`config.mk`:
```
export PLATFORM = sky130hd
export DESIGN_NAME = cpu_ctrl_fsm_flat
export DESIGN_NICKNAME = d
export VERILOG_FILES = /design/src/rtl/cpu_pkg.sv /design/src/rtl/cpu_ctrl_fsm_if.sv /design/src/rtl/cpu_ctrl_outdec.sv /design/src/rtl/cpu_ctrl_fsm.sv /design/src/flat_wrapper.sv
export SDC_FILE = /design/constraint.sdc
export NUM_CORES = 1
export LEC_CHECK = 0
export BUFFER_PORTS_ARGS = -buffer_cell sky130_fd_sc_hd__buf_2
export CAP_MARGIN = 20
export CORE_MARGIN = 2
export CORE_UTILIZATION = 49
export CTS_CLUSTER_SIZE = 30
export DETAILED_ROUTE_END_ITERATION = 10
export PLACE_DENSITY_LB_ADDON = 0.3
export SYNTH_ARGS = -nofsm -noshare
export SYNTH_HDL_FRONTEND = slang
export SYNTH_SLANG_ARGS = --single-unit
```
`constraint.sdc`:
```
create_clock -name clk -period 1.5 [get_ports clk]
set_input_delay 0.3 -clock clk [delete_from_list [all_inputs] [get_ports clk]]
set_output_delay 0.3 -clock clk [all_outputs]
set_load 0.1 [all_outputs]
```
`src/rtl/cpu_pkg.sv`:
```
`default_nettype none
// +----------------------------------------------------------------------------+
// | Package    : cpu_pkg                                                       |
// | Purpose    : Shared constants for the RISC CPU controller: state encoding, |
// |              opcode/op values, one-hot register-select and write-back mux  |
// |              codes, and small instruction-classification helpers.          |
// | Revision   : 1.0  initial release                                          |
// +----------------------------------------------------------------------------+
package cpu_pkg;

    // Controller state encoding. HALT is only reachable when the illegal
    // instruction trap is built in.
    localparam logic [3:0] ST_WAIT   = 4'd0;
    localparam logic [3:0] ST_DECODE = 4'd1;
    localparam logic [3:0] ST_WR_IMM = 4'd2;
    localparam logic [3:0] ST_GET_A  = 4'd3;
    localparam logic [3:0] ST_GET_B  = 4'd4;
    localparam logic [3:0] ST_ALU    = 4'd5;
    localparam logic [3:0] ST_WR_REG = 4'd6;
    localparam logic [3:0] ST_STAT   = 4'd7;
    localparam logic [3:0] ST_HALT   = 4'd8;

    // Opcode / op fields from the instruction decoder.
    localparam logic [2:0] OPC_MOV    = 3'b110;
    localparam logic [2:0] OPC_ALU    = 3'b101;
    localparam logic [1:0] OP_MOV_IMM = 2'b10;
    localparam logic [1:0] OP_MOV_REG = 2'b00;
    localparam logic [1:0] OP_ADD     = 2'b00;
    localparam logic [1:0] OP_CMP     = 2'b01;
    localparam logic [1:0] OP_AND     = 2'b10;
    localparam logic [1:0] OP_MVN     = 2'b11;

    // One-hot register-file select.
    localparam logic [2:0] NSEL_NONE = 3'b000;
    localparam logic [2:0] NSEL_RN   = 3'b001;
    localparam logic [2:0] NSEL_RD   = 3'b010;
    localparam logic [2:0] NSEL_RM   = 3'b100;

    // One-hot write-back mux select.
    localparam logic [3:0] VSEL_NONE   = 4'b0000;
    localparam logic [3:0] VSEL_MDATA  = 4'b0001;
    localparam logic [3:0] VSEL_SXIMM8 = 4'b0010;
    localparam logic [3:0] VSEL_PC     = 4'b0100;
    localparam logic [3:0] VSEL_C      = 4'b1000;

    // True for the six instructions the controller knows how to sequence.
    function automatic logic is_legal(input logic [2:0] opc, input logic [1:0] op);
        logic r;
        r = 1'b0;
        if (opc == OPC_MOV) begin
            r = (op == OP_MOV_IMM) || (op == OP_MOV_REG);
        end else if (opc == OPC_ALU) begin
            r = 1'b1;
        end
        return r;
    endfunction

    // First state after DECODE for a legal instruction. Only the MOV-immediate
    // and the single-operand forms (MOV Rd,Rm and MVN) skip GET_A.
    function automatic logic [3:0] first_state(input logic [2:0] opc, input logic [1:0] op);
        logic [3:0] r;
        r = ST_GET_A;
        if (opc == OPC_MOV) begin
            r = (op == OP_MOV_IMM) ? ST_WR_IMM : ST_GET_B;
        end else if (op == OP_MVN) begin
            r = ST_GET_B;
        end
        return r;
    endfunction

endpackage
`default_nettype wire

```
`src/rtl/cpu_ctrl_fsm_if.sv`:
```
`default_nettype none
// +----------------------------------------------------------------------------+
// | Interface  : cpu_ctrl_fsm_if                                               |
// | Purpose    : Bundles the decoder handshake (s, opcode, op) and the         |
// |              datapath control word driven by cpu_ctrl_fsm.                 |
// | Modports   : master - decoder/datapath side (drives s/opcode/op)           |
// |              slave  - controller side (drives w, control word, icount)     |
// | Revision   : 1.0  initial release                                          |
// +----------------------------------------------------------------------------+
interface cpu_ctrl_fsm_if #(
    parameter int RETIRE_W = 16
) ();
    logic                s;
    logic [2:0]          opcode;
    logic [1:0]          op;
    logic                w;
    logic [2:0]          nsel;
    logic [3:0]          vsel;
    logic                loada;
    logic                loadb;
    logic                loadc;
    logic                loads;
    logic                write;
    logic                asel;
    logic                bsel;
    logic                done;
    logic                illegal;
    logic [RETIRE_W-1:0] icount;

    modport master (
        output s, opcode, op,
        input  w, nsel, vsel, loada, loadb, loadc, loads, write,
               asel, bsel, done, illegal, icount
    );

    modport slave (
        input  s, opcode, op,
        output w, nsel, vsel, loada, loadb, loadc, loads, write,
               asel, bsel, done, illegal, icount
    );
endinterface
`default_nettype wire

```
`src/rtl/cpu_ctrl_outdec.sv`:
```
`default_nettype none
// +----------------------------------------------------------------------------+
// | Module     : cpu_ctrl_outdec                                               |
// | Purpose    : Combinational Moore output decode: registered state plus the  |
// |              registered (captured) opcode/op -> datapath control word.     |
// | Ports      : state_i, opcode_i, op_i          registered controller state  |
// |              w_o .. illegal_o                 datapath control word        |
// | Config     : CPU_ILLEGAL_TRAP_EN enables the HALT decode (illegal_o=1).    |
// | Revision   : 1.0  initial release                                          |
// +----------------------------------------------------------------------------+
module cpu_ctrl_outdec
    import cpu_pkg::*;
(
    input  logic [3:0] state_i,
    input  logic [2:0] opcode_i,
    input  logic [1:0] op_i,
    output logic       w_o,
    output logic [2:0] nsel_o,
    output logic [3:0] vsel_o,
    output logic       loada_o,
    output logic       loadb_o,
    output logic       loadc_o,
    output logic       loads_o,
    output logic       write_o,
    output logic       asel_o,
    output logic       bsel_o,
    output logic       done_o,
    output logic       illegal_o
);

    always_comb begin
        w_o       = 1'b0;
        nsel_o    = NSEL_NONE;
        vsel_o    = VSEL_NONE;
        loada_o   = 1'b0;
        loadb_o   = 1'b0;
        loadc_o   = 1'b0;
        loads_o   = 1'b0;
        write_o   = 1'b0;
        asel_o    = 1'b0;
        bsel_o    = 1'b0;
        done_o    = 1'b0;
        illegal_o = 1'b0;
        case (state_i)
            ST_WAIT: w_o = 1'b1;
            ST_WR_IMM: begin
                nsel_o  = NSEL_RN;
                vsel_o  = VSEL_SXIMM8;
                write_o = 1'b1;
                done_o  = 1'b1;
            end
            ST_GET_A: begin
                nsel_o  = NSEL_RN;
                loada_o = 1'b1;
            end
            ST_GET_B: begin
                nsel_o  = NSEL_RM;
                loadb_o = 1'b1;
            end
            ST_ALU: begin
                loadc_o = 1'b1;
                // Single-operand instructions pass B through with A forced to 0.
                asel_o  = (opcode_i == OPC_MOV) || (op_i == OP_MVN);
            end
            ST_WR_REG: begin
                nsel_o  = NSEL_RD;
                vsel_o  = VSEL_C;
                write_o = 1'b1;
                done_o  = 1'b1;
            end
            ST_STAT: begin
                loads_o = 1'b1;
                done_o  = 1'b1;
            end
`ifdef CPU_ILLEGAL_TRAP_EN
            ST_HALT: illegal_o = 1'b1;
`endif
            default: ;
        endcase
    end

endmodule
`default_nettype wire

```
`src/rtl/cpu_ctrl_fsm.sv`:
```
`default_nettype none
// +----------------------------------------------------------------------------+
// | Module     : cpu_ctrl_fsm                                                  |
// | Purpose    : Moore controller for the simple RISC CPU. Captures opcode/op  |
// |              on start, sequences each instruction over several cycles and  |
// |              counts retired legal instructions.                            |
// | Ports      : clk       rising-edge clock                                   |
// |              reset_n   asynchronous active-low reset                       |
// |              bus       cpu_ctrl_fsm_if.slave (s/opcode/op in, control out) |
// | Params     : RETIRE_W  width of the wrapping retired-instruction counter   |
// | Config     : CPU_ILLEGAL_TRAP_EN - illegal instructions park in HALT until |
// |              reset; otherwise they return silently to WAIT.                |
// | Revision   : 1.0  initial release                                          |
// +----------------------------------------------------------------------------+
module cpu_ctrl_fsm
    import cpu_pkg::*;
#(
    parameter int RETIRE_W = 16
) (
    input  logic           clk,
    input  logic           reset_n,
    cpu_ctrl_fsm_if.slave  bus
);

    logic [3:0]          state_q,  state_d;
    logic [2:0]          opcode_q, opcode_d;
    logic [1:0]          op_q,     op_d;
    logic [RETIRE_W-1:0] icount_q, icount_d;
    logic                done;

`ifdef CPU_ILLEGAL_TRAP_EN
    localparam logic [3:0] ILLEGAL_DEST = ST_HALT;
`else
    localparam logic [3:0] ILLEGAL_DEST = ST_WAIT;
`endif

    always_comb begin
        state_d  = state_q;
        opcode_d = opcode_q;
        op_d     = op_q;
        case (state_q)
            ST_WAIT: begin
                if (bus.s) begin
                    state_d  = ST_DECODE;
                    opcode_d = bus.opcode;
                    op_d     = bus.op;
                end
            end
            ST_DECODE: begin
                if (is_legal(opcode_q, op_q)) begin
                    state_d = first_state(opcode_q, op_q);
                end else begin
                    state_d = ILLEGAL_DEST;
                end
            end
            ST_GET_A: state_d = ST_GET_B;
            ST_GET_B: begin
                // CMP only updates status; everything else goes through C.
                if ((opcode_q == OPC_ALU) && (op_q == OP_CMP)) begin
                    state_d = ST_STAT;
                end else begin
                    state_d = ST_ALU;
                end
            end
            ST_ALU:    state_d = ST_WR_REG;
            ST_WR_IMM: state_d = ST_WAIT;
            ST_WR_REG: state_d = ST_WAIT;
            ST_STAT:   state_d = ST_WAIT;
`ifdef CPU_ILLEGAL_TRAP_EN
            ST_HALT:   state_d = ST_HALT;
`endif
            default:   state_d = ST_WAIT;
        endcase
    end

    always_comb begin
        icount_d = icount_q;
        if (done) begin
            icount_d = icount_q + RETIRE_W'(1);
        end
    end

    always_ff @(posedge clk or negedge reset_n) begin
        if (!reset_n) begin
            state_q  <= ST_WAIT;
            opcode_q <= 3'b000;
            op_q     <= 2'b00;
            icount_q <= '0;
        end else begin
            state_q  <= state_d;
            opcode_q <= opcode_d;
            op_q     <= op_d;
            icount_q <= icount_d;
        end
    end

    cpu_ctrl_outdec u_outdec (
        .state_i   (state_q),
        .opcode_i  (opcode_q),
        .op_i      (op_q),
        .w_o       (bus.w),
        .nsel_o    (bus.nsel),
        .vsel_o    (bus.vsel),
        .loada_o   (bus.loada),
        .loadb_o   (bus.loadb),
        .loadc_o   (bus.loadc),
        .loads_o   (bus.loads),
        .write_o   (bus.write),
        .asel_o    (bus.asel),
        .bsel_o    (bus.bsel),
        .done_o    (done),
        .illegal_o (bus.illegal)
    );

    assign bus.done   = done;
    assign bus.icount = icount_q;

endmodule
`default_nettype wire

```
`src/flat_wrapper.sv`:
```
// flat-port wrapper written by rule: the top's interface ports become plain ports
module cpu_ctrl_fsm_flat import cpu_pkg::*;
#(
    parameter int RETIRE_W = 16
)
  (clk, reset_n, bus_s, bus_opcode, bus_op, bus_w, bus_nsel, bus_vsel, bus_loada, bus_loadb, bus_loadc, bus_loads, bus_write, bus_asel, bus_bsel, bus_done, bus_illegal, bus_icount);
  cpu_ctrl_fsm_if #(.RETIRE_W(RETIRE_W)) bus_i ();
  input  logic clk;
  input  logic reset_n;
  input wire logic [$bits(bus_i.s)-1:0] bus_s;
  input wire logic [$bits(bus_i.opcode)-1:0] bus_opcode;
  input wire logic [$bits(bus_i.op)-1:0] bus_op;
  output wire logic [$bits(bus_i.w)-1:0] bus_w;
  output wire logic [$bits(bus_i.nsel)-1:0] bus_nsel;
  output wire logic [$bits(bus_i.vsel)-1:0] bus_vsel;
  output wire logic [$bits(bus_i.loada)-1:0] bus_loada;
  output wire logic [$bits(bus_i.loadb)-1:0] bus_loadb;
  output wire logic [$bits(bus_i.loadc)-1:0] bus_loadc;
  output wire logic [$bits(bus_i.loads)-1:0] bus_loads;
  output wire logic [$bits(bus_i.write)-1:0] bus_write;
  output wire logic [$bits(bus_i.asel)-1:0] bus_asel;
  output wire logic [$bits(bus_i.bsel)-1:0] bus_bsel;
  output wire logic [$bits(bus_i.done)-1:0] bus_done;
  output wire logic [$bits(bus_i.illegal)-1:0] bus_illegal;
  output wire logic [$bits(bus_i.icount)-1:0] bus_icount;
  assign bus_i.s = bus_s;
  assign bus_i.opcode = bus_opcode;
  assign bus_i.op = bus_op;
  assign bus_w = bus_i.w;
  assign bus_nsel = bus_i.nsel;
  assign bus_vsel = bus_i.vsel;
  assign bus_loada = bus_i.loada;
  assign bus_loadb = bus_i.loadb;
  assign bus_loadc = bus_i.loadc;
  assign bus_loads = bus_i.loads;
  assign bus_write = bus_i.write;
  assign bus_asel = bus_i.asel;
  assign bus_bsel = bus_i.bsel;
  assign bus_done = bus_i.done;
  assign bus_illegal = bus_i.illegal;
  assign bus_icount = bus_i.icount;
  cpu_ctrl_fsm #(.RETIRE_W(RETIRE_W)) u_core (.clk(clk), .reset_n(reset_n), .bus(bus_i));
endmodule
```
==> out/qor.tcl, run 1 <==
set qor(status) {finished with violations}
set qor(violations) {negative setup slack}
set qor(layout.filler_cells) 126
set qor(power.clock.fraction_pct) 10.7
set qor(worst-path-max-fanout) 6
set qor(synthesis.area_per_instance_um2) 10.7
set qor(synthesized_netlist_cell_count) 117
set qor(seq_power_share_pct) 24.5
set qor(rows) 18
set qor(power_switching_share_pct) 49.6
set qor(grt_antenna_before_repair) 0
set qor(most_frequent_cells_after_synthesis) {sky130_fd_sc_hd__dfrtp_1, sky130_fd_sc_hd__nand2_1, sky130_fd_sc_hd__xnor2_1}
set qor(endpoint_kind) {output port}
set qor(horizontal_die_dimension_um) 54.6
set qor(critPathLaunchType) {register}
set qor(rsz_0062_raised_after_global_routing) {true}
set qor(timing.final.setup_violations) 13
set qor(initial_core_util_pct) 51.1
set qor(routed-wl-met3_um) 116
set qor(layout_worst_path_cycle_share_pct) 116
set qor(timing_worst_slew_pin_value_ns) 0.524
set qor(worst_slew_margin_rel_pct) 65.1
set qor(maxClockFrequency_ghz) 0.576
set qor(share_of_the_synthesized_area_in_the_top_cell_type_pct) 47.9
set qor(power.ir.vdd_worst_v) 0.00226
set qor(cts.htree.levels) 1
set qor(placement.cell_area_um2) 1790
set qor(lkg_pwr_nw) 0.909
set qor(numCtsBuffers) 3
set qor(insertion_delay_ns) 0.32
set qor(floorplan.die_area_um2) 2980
set qor(power_per_cell_area_nw_per_um2) 2190
set qor(finalCriticalPeriod_ns) 1.74
set qor(holdCritPathClass) {input port to register}
set qor(design_area_um2) 2030
set qor(clk_transition_reported_paths_ns) 0.14
set qor(timing_max_transition_violations_final) 0
set qor(n_antenna_cell) 0
set qor(grt_remaining_overflow) 0
set qor(estimated_wirelength_of_the_detail_placed_design_um) 2210
set qor(synthesis.area_um2) 1250
set qor(ys_seq_elements) 24
set qor(arrival_ns) 1.44
set qor(synth_edf_count) 0
set qor(port_buffers) 36
set qor(die_h_um) 54.6
set qor(met2WireLength_um) 1790
set qor(post_route_cells_drive_above_1_share_pct) 60.6
set qor(area_delta_synth_final_pct) 61.9
set qor(cts_max_path_buffers) 2
set qor(grtUsageTotal_pct) 26.1
set qor(comb_power_share_pct) 64.8
set qor(switching_power_mw) 2.20
set qor(met1Wirelength_um) 1350
set qor(drtAntennaViolNets) 0
set qor(ys.flop_type) {sky130_fd_sc_hd__dfrtp_1}
set qor(detail_route.iter0.violations) 11
set qor(hold_viol_final) 0
set qor(worst_slack_ns) -0.237
set qor(worstPathRequired_ns) 1.20
set qor(synth.distinct_cells) 35
set qor(number_of_sinks_handled_by_clock_tree_synthesis) 24
set qor(asyncSetResetFlopFracSynth_pct) 100
set qor(dp_cells) 183
set qor(final_util_pct) 82.7
set qor(synth.area.top_cells) {sky130_fd_sc_hd__dfrtp_1, sky130_fd_sc_hd__xnor2_1, sky130_fd_sc_hd__mux2_2}
set qor(tritonroute_pass_1_iters) 4
set qor(grt_pass1_wl_um) 5490
set qor(cts_root_buffer) {sky130_fd_sc_hd__clkbuf_4}
set qor(via_per_inst) 5.37
set qor(route.final.wire_length_um) 3290
set qor(detail_route.wl_per_cell_um) 16.5
set qor(final-instance-count-excl-fill) 200
set qor(yosys.area.top_type) {sky130_fd_sc_hd__dfrtp_1}
set qor(via_count) 1073
set qor(synth-seq-area-share_pct) 47.9
set qor(remaining_drc_errors) 0
set qor(fp.coreArea_um2) 2450
set qor(tritoncts_clock_tree) {yes}
set qor(first_global_vias) 1152
set qor(fin_worst_skew_ns) 0.00652
set qor(power.internal_mw) 2.24
set qor(finalWeightedCongestion) 0.806
set qor(yosysMostFrequentCell) {sky130_fd_sc_hd__dfrtp_1}
set qor(timing.max_cap.violations) 0
set qor(grt_start_max_net_pins) 25
set qor(yosys_warnings) 0
set qor(highest_layer) {met4}
set qor(io_pins) 41
set qor(critical_path_class) {register to output port}
set qor(pre_cts_slack_ns) -0.0349
set qor(final_net_count) 180
-- metal layers --
metal | GRT usage [%] | vias up
met2 | 47.0 | 31
met1 | 31.9 | 545
li1 | - | 493
met5 | 0 | -
met3 | 4.64 | 4
met4 | 6.25 | 0
-- cell type report --
class	instances	area [um^2]	share of cell area (%)
inverters	3	15.0	0.740
clock buffers	3	22.5	1.11
repair buffers	55	584	28.8
clock inverters	1	30.0	1.48
well taps	30	37.5	1.85
flip-flops and latches	24	648	31.9
multi-input cells	84	692	34.1
-- registers in the layout, indices dropped and copies added (netlist names) --
signal / flops
u_core.bus.icount: 16
u_core.opcode_q: 3
u_core.state_q: 3
u_core.op_q: 2
-- power groups by stage --
stage,registers (mW),clock network (mW),logic (mW)
finish,1.09,0.475,2.88
global route,1.10,0.514,2.98
CTS,1.07,0.476,2.81
detailed placement,1.13,0,2.41
global placement,1.11,0,2.37
floorplan,1.45,0,1.47
-- worst max-delay path, cell delays in order, from the launching register on --
cell                      delay [ns]
sky130_fd_sc_hd__dfrtp_2        0.50
sky130_fd_sc_hd__buf_6          0.15
sky130_fd_sc_hd__nor3_4         0.19
sky130_fd_sc_hd__buf_6          0.13
sky130_fd_sc_hd__buf_12         0.16
-- cell families after synthesis --
logic type / after synthesis / share of synthesized area (%)
compound gates: 9 / 4.19
fa+ha+maj: 1 / 0.998
buf+inv: 12 / 5.89
other cells: 1 / 0.299
flops: 24 / 47.9
simple gates: 49 / 24.9
mux: 6 / 5.39
xor+xnor: 15 / 10.5
-- placed cells by master (no fill, tap or decap), drive strengths merged, types with 3 or more instances in the layout --
cell and count:
buf 46, conb 4, and2 3, dfrtp 24, o21ai 3, xor2 6, nand2 10, nor3 7
xnor2 9, and3 3, mux2 6, nor2 6, clkbuf 11, nand3 5, a21oi 3
-- final timing paths --
path | startpoint | to | slack, ns | cells after the start
setup / recovery | u_core.state_q[2] | bus_w | -0.24 | 4
hold / removal | bus_op[0] | u_core.op_q[0] | 0.20 | 2
setup reg to reg | u_core.state_q[2] | u_core.opcode_q[1] | 0.02 | 4
hold reg to reg | u_core.bus.icount[13] | u_core.bus.icount[13] | 0.49 | 1
max in group asynchronous | reset_n | u_core.bus.icount[4] | 0.62 | 2
min in group asynchronous | reset_n | u_core.bus.icount[6] | 0.48 | 2
-- through the flow --
stage / TNS, ns / total power [mW] / hold WS [ns]
final: -2.43 / 4.44 / 0.202
after detailed placement: -0.114 / 3.55 / 0.303
after global routing: -3.14 / 4.60 / 0.186
after floorplan: -6.03 / 2.92 / 0.00441
after global placement: 0 / 3.48 / 0.300
after CTS: -2.30 / 4.35 / 0.203
-- repair_timing --
| action | CTS | global route |
|---|---|---|
| pin swaps | 3 | 1 |
| gates resized for setup | 23 | 10 |
| setup buffers | 11 | 1 |
| hold endpoints to repair | 24 | 0 |
| hold buffers | 1 | 0 |
| endpoints found under the setup margin | 27 | 25 |
No activity file was read; power rests on OpenSTA's default activity.
==> run 2, diff against run 1 <==
Settings changed: CORE_ASPECT_RATIO set to 0.8.
==> out/qor.tcl, run 2 (synthesis gave the netlist of run 1 again) <==
set qor(status) {finished with violations}
set qor(violations) {negative setup slack}
set qor(rows) 16
set qor(tritoncts_clock_tree) {yes}
set qor(die_h_um) 49.2
set qor(timing_worst_slew_pin_value_ns) 0.528
set qor(detail_route.wl_per_cell_um) 16.1
set qor(post_route_cells_drive_above_1_share_pct) 64.9
set qor(floorplan.die_area_um2) 2980
set qor(first_global_vias) 1065
set qor(critical_path_class) {register to output port}
set qor(area_delta_synth_final_pct) 67.6
set qor(arrival_ns) 1.49
set qor(cts_root_buffer) {sky130_fd_sc_hd__clkbuf_4}
set qor(hold_path_depth) 2
set qor(worst_slew_margin_rel_pct) 64.8
set qor(endpoint_kind) {output port}
set qor(grt_pass1_wl_um) 4880
set qor(layout_common_cells) {sky130_fd_sc_hd__buf_4, sky130_fd_sc_hd__buf_12, sky130_fd_sc_hd__buf_2, sky130_fd_sc_hd__dfrtp_4}
set qor(final-instance-count-excl-fill) 207
set qor(timing.hold.ws_ns) 0.196
set qor(cpMaxStageDelayCell) {sky130_fd_sc_hd__dfrtp_2}
set qor(pre_cts_slack_ns) -0.00846
set qor(route.final.wire_length_um) 3340
set qor(worst-path-max-fanout) 7
set qor(dp_cells) 190
set qor(remaining_drc_errors) 0
set qor(estimated_wirelength_of_the_detail_placed_design_um) 2080
set qor(insertion_delay_ns) 0.33
set qor(cts.htree.levels) 1
set qor(final_net_count) 181
set qor(maxClockFrequency_ghz) 0.559
set qor(hold_viol_final) 0
set qor(fin_worst_skew_ns) 0.0127
set qor(via_per_inst) 5.28
set qor(fp.coreArea_um2) 2440
set qor(clk_transition_reported_paths_ns) 0.14
set qor(cts_max_path_buffers) 2
set qor(holdCritPathClass) {input port to register}
set qor(grt_start_max_net_pins) 25
set qor(initial_core_util_pct) 51.3
set qor(layout.cells.most_common) {sky130_fd_sc_hd__buf_4}
set qor(drtAntennaViolNets) 0
set qor(slowest_delay_ns) 0.52
set qor(timing_max_transition_violations_final) 0
set qor(number_of_sinks_handled_by_clock_tree_synthesis) 24
set qor(detail_route.iter0.violations) 51
set qor(power_per_cell_area_nw_per_um2) 2140
set qor(worstPathRequired_ns) 1.20
set qor(via_count) 1093
set qor(rsz_0062_raised_after_global_routing) {true}
set qor(finalCriticalPeriod_ns) 1.79
set qor(crit_buf_inv) 3
set qor(numCtsBuffers) 3
set qor(finalWeightedCongestion) 0.795
set qor(worstPathCellList) {buf_12 > nor3_4 > buf_6 > buf_12}
set qor(grt_remaining_overflow) 0
set qor(tritonroute_pass_1_iters) 4
set qor(n_antenna_cell) 0
set qor(timing.critical_path.max_delay_family) {flip-flops}
set qor(power.ir.vdd_worst_v) 0.00228
set qor(layout_worst_path_cycle_share_pct) 119
set qor(timing.max_cap.violations) 0
set qor(ff2ff_path_depth) 5
set qor(critPathLaunchType) {register}
set qor(max_reg_flops) 16
set qor(io_pins) 41
set qor(timing.final.setup_violations) 21
set qor(grtUsageTotal_pct) 22.1
set qor(grt_antenna_before_repair) 0
set qor(worst_path_most_repeated_cell) {sky130_fd_sc_hd__buf_12}
set qor(cp_num_cells) 4
set qor(port_buffers) 36
set qor(lkg_pwr_nw) 0.936
set qor(worst_slack_ns) -0.290
set qor(horizontal_die_dimension_um) 60.6
## run 2: changes by cell type in the layout (fill, tap and decap cells not counted), sizes merged
cell	delta
clkbuf	-5
buf	+6
## run 2: metal layers
layer  share of wire (%)  vias up  track usage [%]  wire, um
met3                 4.1        9             4.24       136
met2                  55       38             39.9      1840
met1                  39      550             26.6      1300
li1                    -      496                -         -
met5                   0        -                0         0
met4                 1.8        0             5.43        61
## run 2: where the power goes
group	switching, mW	total, mW	internal (mW)
logic	1.79	2.93	1.14
registers	0.237	1.09	0.852
clock network	0.213	0.484	0.271
## run 2: area by class of cell
| type | instances | area (um^2) |
|---|---|---|
| Clock inverter | 1 | 30.0 |
| Tap cell | 36 | 45.0 |
| Clock buffer | 3 | 22.5 |
| Multi-Input combinational cell | 84 | 739 |
| Inverter | 3 | 15.0 |
| Timing Repair Buffer | 56 | 599 |
| Sequential cell | 24 | 649 |
| Fill cell | 121 | 342 |
## run 2: final timing paths
| check | start | to | slack, ns |
|---|---|---|---|
| max reg2reg | u_core.state_q[0] | u_core.op_q[1] | -0.11 |
| max | u_core.state_q[0] | bus_w | -0.29 |
| max in group asynchronous | reset_n | u_core.bus.icount[0] | 0.63 |
| min in group asynchronous | reset_n | u_core.bus.icount[7] | 0.46 |
| min | bus_opcode[1] | u_core.opcode_q[1] | 0.20 |
| min reg2reg | u_core.bus.icount[15] | u_core.bus.icount[15] | 0.49 |
## run 2: per-stage QoR
stage / instance area, um^2 / util [%] / power, mW / TNS (ns)
2_1_floorplan: 1430 / - / 2.92 / -6.03
3_3_place_gp: 1810 / 74.0 / 3.50 / 0
3_5_place_dp: 1810 / 74.0 / 3.56 / -0.0126
4_1_cts: 2010 / 82.2 / 4.32 / -2.29
5_1_grt: 2100 / 86.0 / 4.65 / -4.02
6_report: 2100 / 86.0 / 4.50 / -2.92
## run 2: what timing repair did
item                                    in CTS  in global routing
pin swaps                                    2                  8
endpoints found under the hold margin       24                  0
buffers inserted                             9                  3
resized for setup                           21                 20
endpoints found under the setup margin      28                 26
hold buffers                                 1                  0
